**config.mk**
```make
export PLATFORM = sky130hd
export DESIGN_NAME = photon_gate_counter
export DESIGN_NICKNAME = d
export VERILOG_FILES = /design/src/rtl/photon_gate_counter.sv
export SDC_FILE = /design/constraint.sdc
export NUM_CORES = 1
export LEC_CHECK = 0
export CAP_MARGIN = 20
export CORE_UTILIZATION = 50
export DETAILED_ROUTE_END_ITERATION = 16
export GPL_TIMING_DRIVEN = 1
export PLACE_DENSITY = 0.74
export SYNTH_ARGS = -nofsm -noshare
export SYNTH_HDL_FRONTEND = slang
export SYNTH_SLANG_ARGS = --single-unit
```
**constraint.sdc**
```tcl
create_clock -name clk_20MHz -period 2.3 [get_ports clk_20MHz]
set_input_delay 0.69 -clock clk_20MHz [delete_from_list [all_inputs] [get_ports clk_20MHz]]
set_output_delay 0.69 -clock clk_20MHz [all_outputs]
set_load 0.02 [all_outputs]
```
**src/rtl/photon_gate_counter.sv**
```systemverilog
// Gated photon counter: synchronises ex_pulse, counts rising edges over a fixed
// window, then converts the snapshot to packed BCD by serial double dabble.
module photon_gate_counter #(
    parameter int GATE_CYCLES = 20_000_000,
    parameter int SYNC_STAGES = 2
) (
    input  logic        clk_20MHz,
    input  logic        rst_n,
    input  logic        ex_pulse,
    input  logic        en,
    input  logic        ack,
    output logic        gate_tick,
    output logic [26:0] result_bin,
    output logic [31:0] result_bcd,
    output logic        valid,
    output logic        sat,
    output logic        overrun
);

    localparam int              GW        = $clog2(GATE_CYCLES);
    localparam logic [GW-1:0]   GATE_LAST = GW'(GATE_CYCLES - 1);
    localparam logic [26:0]     ACC_MAX   = 27'd99_999_999;
    localparam logic [4:0]      LAST_ITER = 5'd26;

    typedef enum logic [1:0] {C_IDLE, C_SHIFT, C_LOAD} conv_state_e;

    logic [SYNC_STAGES-1:0] sync_q;
    logic                   edge_q;
    logic                   count_ev;

    logic [GW-1:0] gate_q, gate_d;
    logic [26:0]   acc_q, acc_d, acc_inc;
    logic          snap_load;

    conv_state_e   state_q, state_d;
    logic [26:0]   snap_q, snap_d;
    logic [26:0]   sh_bin_q, sh_bin_d;
    logic [31:0]   sh_bcd_q, sh_bcd_d;
    logic [4:0]    iter_q, iter_d;

    logic [26:0]   result_bin_q, result_bin_d;
    logic [31:0]   result_bcd_q, result_bcd_d;
    logic          valid_q, valid_d;
    logic          sat_q, sat_d;
    logic          overrun_q, overrun_d;

    // Adds 3 to every BCD digit >= 5 ahead of the double-dabble shift.
    function automatic logic [31:0] add3(input logic [31:0] b);
        logic [31:0] r;
        r = b;
        for (int i = 0; i < 8; i++) begin
            if (r[4*i +: 4] >= 4'd5) r[4*i +: 4] = r[4*i +: 4] + 4'd3;
        end
        return r;
    endfunction

    assign count_ev  = sync_q[SYNC_STAGES-1] & ~edge_q;
    assign gate_tick = en && (gate_q == GATE_LAST);

    always_comb begin
        // NOTE: every combinational output gets a default first so no path can infer a latch.
        gate_d    = gate_q;
        acc_d     = acc_q;
        snap_load = 1'b0;
        acc_inc   = (count_ev && acc_q != ACC_MAX) ? acc_q + 27'd1 : acc_q;
        if (!en) begin
            gate_d = '0;
            acc_d  = '0;
        end else if (gate_q == GATE_LAST) begin
            // An event landing on the tick cycle belongs to the window that is closing.
            gate_d    = '0;
            acc_d     = '0;
            snap_load = 1'b1;
        end else begin
            gate_d = gate_q + 1'b1;
            acc_d  = acc_inc;
        end
    end

    always_comb begin
        state_d      = state_q;
        snap_d       = snap_q;
        sh_bin_d     = sh_bin_q;
        sh_bcd_d     = sh_bcd_q;
        iter_d       = iter_q;
        result_bin_d = result_bin_q;
        result_bcd_d = result_bcd_q;
        sat_d        = sat_q;
        valid_d      = valid_q;
        overrun_d    = overrun_q;

        if (ack && valid_q) begin
            valid_d   = 1'b0;
            overrun_d = 1'b0;
        end

        unique case (state_q)
            C_IDLE: begin
                if (snap_load) begin
                    snap_d   = acc_inc;
                    sh_bin_d = acc_inc;
                    sh_bcd_d = '0;
                    iter_d   = '0;
                    state_d  = C_SHIFT;
                end
            end
            C_SHIFT: begin
                {sh_bcd_d, sh_bin_d} = {add3(sh_bcd_q), sh_bin_q} << 1;
                iter_d = iter_q + 5'd1;
                if (iter_q == LAST_ITER) state_d = C_LOAD;
            end
            C_LOAD: begin
                // A fresh result always wins over a coincident ack.
                result_bin_d = snap_q;
                result_bcd_d = sh_bcd_q;
                sat_d        = (snap_q == ACC_MAX);
                valid_d      = 1'b1;
                if (valid_q && !ack) overrun_d = 1'b1;
                state_d = C_IDLE;
            end
            default: state_d = C_IDLE;
        endcase
    end

    // NOTE: sequential state uses non-blocking assignments so every flop samples pre-edge values.
    always_ff @(posedge clk_20MHz or negedge rst_n) begin
        if (!rst_n) begin
            sync_q       <= '0;
            edge_q       <= 1'b0;
            gate_q       <= '0;
            acc_q        <= '0;
            state_q      <= C_IDLE;
            snap_q       <= '0;
            sh_bin_q     <= '0;
            sh_bcd_q     <= '0;
            iter_q       <= '0;
            result_bin_q <= '0;
            result_bcd_q <= '0;
            valid_q      <= 1'b0;
            sat_q        <= 1'b0;
            overrun_q    <= 1'b0;
        end else begin
            sync_q       <= {sync_q[SYNC_STAGES-2:0], ex_pulse};
            edge_q       <= sync_q[SYNC_STAGES-1];
            gate_q       <= gate_d;
            acc_q        <= acc_d;
            state_q      <= state_d;
            snap_q       <= snap_d;
            sh_bin_q     <= sh_bin_d;
            sh_bcd_q     <= sh_bcd_d;
            iter_q       <= iter_d;
            result_bin_q <= result_bin_d;
            result_bcd_q <= result_bcd_d;
            valid_q      <= valid_d;
            sat_q        <= sat_d;
            overrun_q    <= overrun_d;
        end
    end

    assign result_bin = result_bin_q;
    assign result_bcd = result_bcd_q;
    assign valid      = valid_q;
    assign sat        = sat_q;
    assign overrun    = overrun_q;

endmodule
```
Word-level counts from Yosys, hierarchy flattened
Cells that the tools add are included.
Word-level totals
  input bits: 5
  flip-flop bits (word level): 210
  logic and storage cells: 83
  output and inout port bits: 63
Cells by class
  reductions and logical operators: 11
  eq/ne operators: 8
  order comparisons: 8
  bitwise logic cells: 2
  multiplexer cells: 29
  $add $sub $neg: 11
Operators with widths (number)
  $mux W27: 4
  $pmux W32 S2: 1
  $pmux W27 S2: 1
  $mux W25: 2
  $ge A4 B3 Y1 const B: 8
  $mux W32: 1
  $add A4 B2 Y4 const B: 7
  $mux W4: 7
  $add A27 B1 Y27 const B: 1
  $eq A27 B27 Y1 const B: 1
  $ne A27 B27 Y1 const B: 1
  $add A25 B1 Y25 const B: 1
  $eq A25 B25 Y1 const B: 1
  $pmux W5 S2: 1
  $mux W1: 7
  $reduce_and A2 Y1: 3
  $add A5 B1 Y5 const B: 1
  $eq A5 B5 Y1 const B: 1
  $mux W5: 1
  $logic_and A1 B1 Y1: 4
  $mux W2: 2
  $ne A2 B2 Y1 const B: 2
  $pmux W2 S2: 1
  $reduce_bool A2 Y1: 2
  other kinds (8): 8

Logic depth before layout (Yosys ltp)
Gate-level depths: netlist of the first run.
  depth in word-level cells: 6
  gate-level depth with buffers: 9
  depth with buffers taken out: 7

Worst setup path before layout of the first run
OpenSTA, ideal clock, no wires.
  path kind: flip-flop to output port
  start: register gate_q[0]
  end: output port gate_tick
  buffers on the path: 0
  required time: 1610 ps
  data arrival time: 1295 ps
  stages on the path, launching flop included: 6
  setup slack: 315 ps
  cells stage by stage: dfrtp_1 ha_1 nand2_1 nor3_1 nand3_1 nor2_1
On the way
  longest elaborated chain between the ends: 2
RTL lines
  start, declared: RTL line 31  | logic [GW-1:0] gate_q, gate_d;
  start signal, assigned: RTL line 145  | gate_q <= gate_d;
  $eq A25 B25 Y1: RTL line 58  | assign gate_tick = en && (gate_q == GATE_LAST);
  $logic_and A1 B1 Y1: RTL line 58
  end, declared: RTL line 12  | output logic gate_tick,
No other way between the ends.

Worst setup path in the final report of the first run
  start: register gate_q[23]
  end: output port gate_tick
The elaborated chain is that of the path after synthesis.

==> results of run 1 <==
## power by group through the flow
stage / sequential [W] / clock, W / combinational (W)
after global placement: 0.00378 / 0 / 0.000156
final: 0.00371 / 0.00342 / 0.000160
after floorplan: 0.00378 / 0 / 0.0000301
after detailed placement: 0.00378 / 0 / 0.000157
after CTS: 0.00371 / 0.00349 / 0.000162
after global routing: 0.00371 / 0.00362 / 0.000184
## repair_timing
action,4_1_cts,5_1_grt
buffers inserted,4,5
gates resized for setup,11,9
pin swaps,6,9
endpoints found under the setup margin,1,31
## registers in the layout, indices dropped and copies added (netlist names), 5 cells and up, named ones only
name	count
gate_q	25
sh_bin_q	27
snap_q	27
result_bcd	32
sh_bcd_q	32
result_bin	27
acc_q	27
iter_q	5
## logic make-up (layout without fill, tap and decap cells)
logic type	Yosys count	count (layout)	share of synthesized area
multiplexers	44	44	0.0526
adder cells (fa/ha/maj)	20	20	0.0266
AO/OA/AOI/OAI	156	156	0.104
AND/OR/NAND/NOR	326	326	0.170
XOR/XNOR	64	64	0.0613
flip-flops	210	210	0.559
buffers and inverters	61	205	0.0262
## placed cells by master (no fill, tap or decap), drive strengths merged, types with 11 or more instances in the layout
| cell type | count |
|---|---|
| nand2 | 79 |
| xor2 | 42 |
| xnor2 | 22 |
| a21oi | 29 |
| nor2 | 103 |
| ha | 20 |
| dfrtp | 210 |
| mux2 | 43 |
| nor3 | 13 |
| nand2b | 11 |
| nand4 | 24 |
| inv | 24 |
| o21ai | 66 |
| clkbuf | 34 |
| buf | 77 |
| nand3 | 51 |
| clkdlybuf4s50 | 65 |
## path summary, 6_finish.rpt
path                       cells past startpoint  startpoint              to
max                                            4  gate_q[23]       gate_tick
max reg2reg                                    6   acc_q[25]     sh_bin_q[0]
max in group asynchronous                      2       rst_n  result_bin[16]
min in group clk_20MHz                         0   sync_q[0]       sync_q[1]
min reg2reg                                    0   sync_q[0]       sync_q[1]
min                                            1       rst_n     sh_bcd_q[6]
## cell type report
| type | instances | area [um2] |
|---|---|---|
| inverter | 22 | 82.6 |
| timing repair buffer | 143 | 1360 |
| fill | 1440 | 6550 |
| sequential | 210 | 5260 |
| multi-input combinational | 610 | 3980 |
| tap | 229 | 287 |
| clock inverter | 7 | 47.5 |
| clock buffer | 33 | 653 |
## critical path, cell delays in order (launching register included)
cell and delay, ns:
dfrtp_1 0.40, nor4b_4 0.30, nand4_1 0.21, nor2_4 0.16, buf_6 0.13
## stage by stage
| step | cells | hold WS (ns) | total power [W] | instance area (um2) |
|---|---|---|---|---|
| global placement | 1205 | 0.335 | 0.00393 | 10800 |
| finish | 1254 | 0.142 | 0.00729 | 11700 |
| global route | 1254 | 0.163 | 0.00751 | 11700 |
| floorplan | 881 | 0.331 | 0.00381 | 9390 |
| CTS | 1249 | 0.148 | 0.00737 | 11600 |
| detailed placement | 1205 | 0.336 | 0.00393 | 10800 |
## per-layer routing
| metal | up-vias | global-route usage |
|---|---|---|
| li1 | 3341 | - |
| met1 | 3380 | 0.298 |
| met2 | 148 | 0.373 |
| met3 | 30 | 0.0335 |
| met4 | 0 | 0.0754 |
| met5 | - | 0 |
==> summary.txt, run 1 <==
Run status = finished with violations
Failing checks = DRC, setup timing
Hold Crit Class = primary input to asynchronous set/reset pin
Post-Route M1 WL = 9270 um
Synth Flop Type = dfrtp_1
RSZ-0062 raised after global routing = true
CORE AREA = 18200 um2
Post-layout util = 0.640
P_leak = 5.35 nW
Max Used Layer = met4
I/O Buffers = 67
Yosys warnings = 0
HPWL after DPL = 14000 um
Nets = 1035
Synth-to-layout area growth = 24.1%
Crit share post-route = 1.05
DR WL/cell = 16.5 um
Diodes inserted = 0
Setup ws final = -0.107 ns
Top cell type's share of synthesized area = 0.559
Post-synth top cells = dfrtp_1, nor2_1, nand2_1
Clock Tree Buf Depth = 3
Clock transition at the registers of the reported paths = 0.06 ns
PwrDens = 625 nW/um2
Final Hold Viols = 0
Reg power frac = 0.509
Synth area leader = dfrtp_1
CTS tree = yes
F_max = 0.415 GHz
Drc violations = 5
Worst vdd ir = 0.000682 V
Dominant cell by count in the synthesized netlist = dfrtp_1
Maximum number of pins on one net before global-route repair = 59
Maxcap violations = 0
GRT Overall Usage = 0.223
Die H = 139 um
Ranking of synthesized cells by area = dfrtp_1, mux2_2, nor2_1, xor2_1, o21ai_0
DR WL met3 = 747 um
Hold bufs inserted after CTS = 0
Seq/Total Area, Yosys = 0.559
Vias in the first global route = 7023
Routability cong. = 0.857
DR vias/cell = 5.50
Critical path class = flip-flop to output pin
Routed wire length = 20700 um
Die X = 139 um
Final setup fails = 1
Synth cell types = 60
Required @ worst endpoint = 1.61 ns
Post-synth EDFFs = 0
Final min period = 2.41 ns
Slew Limit Fails = 0
CTS Sinks = 210
R2R Setup Slk = 0.10 ns
DR pass1 iterations = 12
Starting DRT DRC Count = 422
Worst-skew pair later-pin latency = 0.51 ns
Rows = 49
Place WS = -0.500 ns
Startpoint types = flip-flop
Combinational power share = 0.022
Clk root buf = clkbuf_16
Pint = 0.00573 W
CP endpoint kind = output pin
Post-Syn Nets = 906
Worst slew pin tran = 0.580 ns
Met2 WL = 10200 um
Initial Util = 0.516
Sw Share = 0.214
Slew margin rel. = 0.610
Antenna violations before repair = 0
Switching power = 0.00156 W
Crit path DAT = 1.72 ns
Layout Skew = 0.0197 ns
Ys async rst share = 1.00
CTS H-tree lvls = 1
Overflow after GRT = 0
Share of layout cells above drive strength 1 = 0.185
Antenna-violating nets left = 0
Post-Synthesis Cells = 881
Routed via count = 6899
CTS buffer count = 23
Post-Syn Area per Cell = 10.7 um2
Post-Syn Area = 9390 um2
Yosys reg bits = 210
Global-route wire length before repair = 34800 um
Io pins = 68
Clk network pwr share = 0.469
Worst Path Max Fanout = 2
Die Area = 19300 um2
Setup TNS = -0.107 ns
Note: power is estimated with default switching activity, not from simulation.
==> run 2: changes to the inputs <==
CORE_UTILIZATION = 35   (was 50)
PLACE_DENSITY = 0.56   (was 0.74)
==> run 2 against run 1 <==
The flow still finishes with violations (DRC, setup timing). Flip-flop and latch count unchanged. Power increased by 2.9%. Critical path depth increased by 2. Via count decreased by 0.91%. Clock power increased by 6.4%. Combinational power about the same. First-iteration DRC count decreased by 17%. Register-to-register slack improved by 0.02 ns. Critical endpoint unchanged. Largest cell class unchanged. Largest power group unchanged.
==> summary.txt, run 2 (synthesis results as in run 1) <==
Run status = finished with violations
Failing checks = DRC, setup timing
Post-route cell area = 11900 um2
Layout Skew = 0.0125 ns
Overflow after GRT = 0
Worst Path Max Fanout = 2
Routed via count = 6836
Clk network pwr share = 0.484
Leading cell type in the layout, fill and taps excluded = dfrtp_1
Routed wire length = 21300 um
Final setup fails = 1
CTS tree = yes
Die H = 166 um
Pint = 0.00590 W
Hold Crit Class = primary input to asynchronous set/reset pin
Nets = 1044
Critical path class = flip-flop to output pin
Worst vdd ir = 0.000539 V
GRT Overall Usage = 0.160
Clock transition at the registers of the reported paths = 0.06 ns
Clk root buf = clkbuf_16
Antenna-violating nets left = 0
PwrDens = 633 nW/um2
Initial Util = 0.358
Switching power = 0.00161 W
CTS H-tree lvls = 1
Fill count = 2440
CTS buffer count = 25
Vias in the first global route = 6881
Slew Limit Fails = 0
Rows = 59
Crit path DAT = 1.72 ns
Setup ws final = -0.110 ns
Crit share post-route = 1.05
Maxcap violations = 0
Combinational power share = 0.021
CP endpoint kind = output pin
Diodes inserted = 0
Synth-to-layout area growth = 26.3%
Io pins = 68
Reg power frac = 0.494
Sw Share = 0.214
CORE AREA = 26200 um2
Starting DRT DRC Count = 352
Drc violations = 7
Die Area = 27500 um2
Startpoint types = flip-flop
DR WL/cell = 15.6 um
Maximum number of pins on one net before global-route repair = 72
Final Hold Viols = 0
Routability cong. = 0.815
P_leak = 5.40 nW
Slew margin rel. = 0.481
DR pass1 iterations = 12
Die X = 166 um
CTS Sinks = 210
I/O Buffers = 67
Antenna violations before repair = 0
HPWL after DPL = 14700 um
DR vias/cell = 5.00
RSZ-0062 raised after global routing = true
Post-layout util = 0.453
DP Area = 11000 um2
Worst slew pin tran = 0.775 ns
F_max = 0.415 GHz
Required @ worst endpoint = 1.61 ns
Final min period = 2.41 ns
Power, Total = 0.00751 W
Global-route wire length before repair = 36100 um
Worst-skew pair later-pin latency = 0.52 ns
Clock Tree Buf Depth = 3
Most frequent cells in the layout = dfrtp_1, nor2_1, nand2_1
Share of layout cells above drive strength 1 = 0.188
## run 2: cell types whose count changed in the layout (fill, tap and decap cells not counted), sizes merged
cell	previous run	this run
clkinvlp	1	0
buf	77	84
clkinv	4	3
clkbuf	34	37
## run 2: worst paths after layout
kind / startpoint / endpoint / slack (ns) / cells after the start
setup reg to reg: acc_q[21] / sh_bin_q[1] / 0.12 / 6
setup / recovery: gate_q[1] / gate_tick / -0.11 / 6
max in group asynchronous: rst_n / acc_q[24] / 1.49 / 2
hold / removal: rst_n / result_bcd[6] / 0.16 / 1
hold reg to reg: sync_q[0] / sync_q[1] / 0.34 / 0
min in group clk_20MHz: sync_q[0] / sync_q[1] / 0.34 / 0
## run 2: power groups by stage
stage / logic [W] / registers (W) / clock network [W]
finish: 0.000160 / 0.00371 / 0.00364
global route: 0.000186 / 0.00371 / 0.00391
CTS: 0.000164 / 0.00371 / 0.00375
detailed placement: 0.000163 / 0.00378 / 0
global placement: 0.000163 / 0.00378 / 0
floorplan: 0.0000301 / 0.00378 / 0
## run 2: what timing repair did
| item | 4_1_cts | 5_1_grt |
|---|---|---|
| endpoints found under the setup margin | 1 | 3 |
| setup buffers | 2 | 3 |
| hold buffers | 0 | 0 |
| pin swaps | 2 | 5 |
| resized for setup | 7 | 8 |
| gates cloned | 0 | 0 |
## run 2: routing by layer
layer,vias to the layer above,global-route usage,share of wire,wire length [um]
met3,33,0.0238,0.032,677
met1,3331,0.216,0.48,10100
met2,110,0.266,0.47,9950
met5,-,0,0,0
met4,0,0.0459,0.025,527
li1,3362,-,-,-
## run 2: per-stage QoR
step	hold WS, ns	setup WS (ns)	cells	setup TNS [ns]
CTS	0.165	-0.0735	1365	-0.0735
floorplan	0.331	0.315	881	0
detailed placement	0.342	-0.410	1322	-5.67
global route	0.187	-0.191	1368	-0.211
global placement	0.334	-0.418	1322	-4.28
finish	0.160	-0.110	1368	-0.110
## run 2: critical path: stages, from the launching register on
cell and delay [ns]:
dfrtp_1 0.36, ha_2 0.19, nand2_2 0.07, nor3_4 0.19, nand3_2 0.12, nor2_1 0.11
buf_4 0.15
## run 2: layout make-up
cell class	instances	area, um2	area share
timing repair buffer	150	1410	0.119
clock buffer	36	717	0.0604
multi-input combinational	610	3950	0.333
tap	335	419	0.0353
clock inverter	5	32.5	0.00274
inverter	22	82.6	0.00696
sequential	210	5260	0.443
==> run 3: changes to the inputs <==
CORE_UTILIZATION = 55   (was 35)
PLACE_DENSITY = 0.79   (was 0.56)
==> run 3 against run 2 <==
Clock skew down 0.0028 ns. Sequential share of layout area up 1.0 points. Wire length down 0.76%. First-iteration DRC count up 42%. Maximum frequency down 0.46%. Critical path type unchanged. Worst setup slack worse by 0.011 ns. Non-clock buffer count down 12. Power down 1.6%. Via count up 3.0%. Core utilization up 24 points. The flow finishes with violations (setup timing). Count of clock-buffer cells in the layout down 2. Clock power down 4%.
==> summary.txt, run 3 (synthesis results as in run 1) <==
Overflow after GRT = 0
Routed wire length = 21100 um
Clk root buf = clkbuf_16
Antenna-violating nets left = 0
Global-route wire length before repair = 35100 um
Die Area = 17600 um2
DP Area = 10800 um2
DR vias/cell = 5.69
DR pass1 iterations = 5
R2R Setup Slk = 0.03 ns
Reg2reg end = snap_q[20]
Crit path launch = gate_q[1]
HPWL after DPL = 14100 um
Worst reg2reg path depth = 11
Vias in the first global route = 7157
Die H = 133 um
Pint = 0.00590 W
Failing checks = setup timing
Place WS = -0.391 ns
Sw Share = 0.201
Combinational power share = 0.022
Startpoint types = flip-flop
Worst slew pin tran = 0.561 ns
Maximum number of pins on one net before global-route repair = 76
CP endpoint = gate_tick
RR Startpoint = gate_q[1]
Maxcap violations = 0
Worst Path Max Fanout = 2
Diodes inserted = 0
Reg power frac = 0.503
Run status = finished with violations
Slew Limit Fails = 0
Clock Tree Buf Depth = 3
Leading cell type in the layout, fill and taps excluded = dfrtp_1
Final min period = 2.42 ns
Final setup fails = 1
CORE AREA = 16600 um2
Clock transition at the registers of the reported paths = 0.06 ns
CTS Sinks = 210
Antenna violations before repair = 1
Layout Skew = 0.00977 ns
Starting DRT DRC Count = 501
Initial Util = 0.564
Slew margin rel. = 0.624
F_max = 0.413 GHz
RSZ-0062 raised after global routing = true
Setup ws final = -0.121 ns
Die X = 133 um
Crit path DAT = 1.73 ns
Crit share post-route = 1.05
CTS tree = yes
Multi-input gate area = 3960 um2
P_leak = 5.34 nW
Synth-to-layout area growth = 23.6%
Routability cong. = 0.875
Most frequent cells in the layout = dfrtp_1, nor2_1, nand2_1
Sequential Area = 5260 um2
Final Hold Viols = 0
Clk network pwr share = 0.475
Share of layout cells above drive strength 1 = 0.181
Worst-skew pair later-pin latency = 0.50 ns
Switching power = 0.00148 W
Hold Crit Class = primary input to asynchronous set/reset pin
Post-route cell area = 11600 um2
Io pins = 68
I/O Buffers = 67
Fill count = 1196
Drc violations = 0
GRT Overall Usage = 0.248
Nets = 1029
Critical path class = flip-flop to output pin
CTS H-tree lvls = 1
DR WL/cell = 17.1 um
Routed via count = 7040
Required @ worst endpoint = 1.61 ns
CP endpoint kind = output pin
CTS buffer count = 22
PwrDens = 636 nW/um2
Worst vdd ir = 0.000595 V
Rows = 47
run 3: critical path: stages (launching register included):
cell and delay, ns:
dfrtp_1 0.40, ha_4 0.17, nand2_4 0.06, nor3_4 0.21, nand3_2 0.13, nor2_2 0.14
buf_6 0.13
run 3: worst min-delay path by stage:
stage	startpoint	end	cells past startpoint
4_1_cts	rst_n	sync_q[0]	1
6_report	rst_n	sync_q[0]	1
3_5_place_dp	sync_q[0]	sync_q[1]	0
2_1_floorplan	sync_q[0]	sync_q[1]	0
5_1_grt	rst_n	sync_q[0]	1
3_3_place_gp	sync_q[0]	sync_q[1]	0
run 3: through the flow:
stage	total power, W	utilization	hold WS (ns)	setup TNS (ns)	instances
final	0.00739	0.698	0.130	-0.121	1237
after global routing	0.00761	0.698	0.147	-1.22	1237
after CTS	0.00744	0.692	0.130	-0.0807	1232
after detailed placement	0.00394	0.647	0.338	-1.19	1193
after global placement	0.00393	0.647	0.338	-0.537	1193
after floorplan	0.00381	-	0.331	0	881
run 3: repair_timing:
| item | CTS | global route |
|---|---|---|
| setup buffers | 2 | 5 |
| hold buffers | 0 | 0 |
| gates resized for setup | 7 | 15 |
| pin swaps | 2 | 9 |
| setup endpoints to repair | 1 | 22 |
run 3: final cells by class:
type | count | area share
Clock inverter | 3 | 0.00345
Clock buffer | 34 | 0.0592
Sequential cell | 210 | 0.453
Inverter | 22 | 0.00711
Timing Repair Buffer | 138 | 0.113
Tap cell | 220 | 0.0237
Multi-Input combinational cell | 610 | 0.341
run 3: power groups by stage:
stage	Combinational (W)	Sequential [W]	Clock [W]
2_1_floorplan	0.0000301	0.00378	0
3_3_place_gp	0.000157	0.00378	0
3_5_place_dp	0.000158	0.00378	0
4_1_cts	0.000159	0.00371	0.00357
5_1_grt	0.000184	0.00371	0.00371
6_report	0.000163	0.00371	0.00351
run 3: per-layer routing:
layer,share of wire,global-route usage,vias to the layer above
met5,0,0,-
met4,0.032,0.0888,0
met3,0.045,0.0356,52
met2,0.50,0.426,179
met1,0.43,0.322,3493
li1,-,-,3316
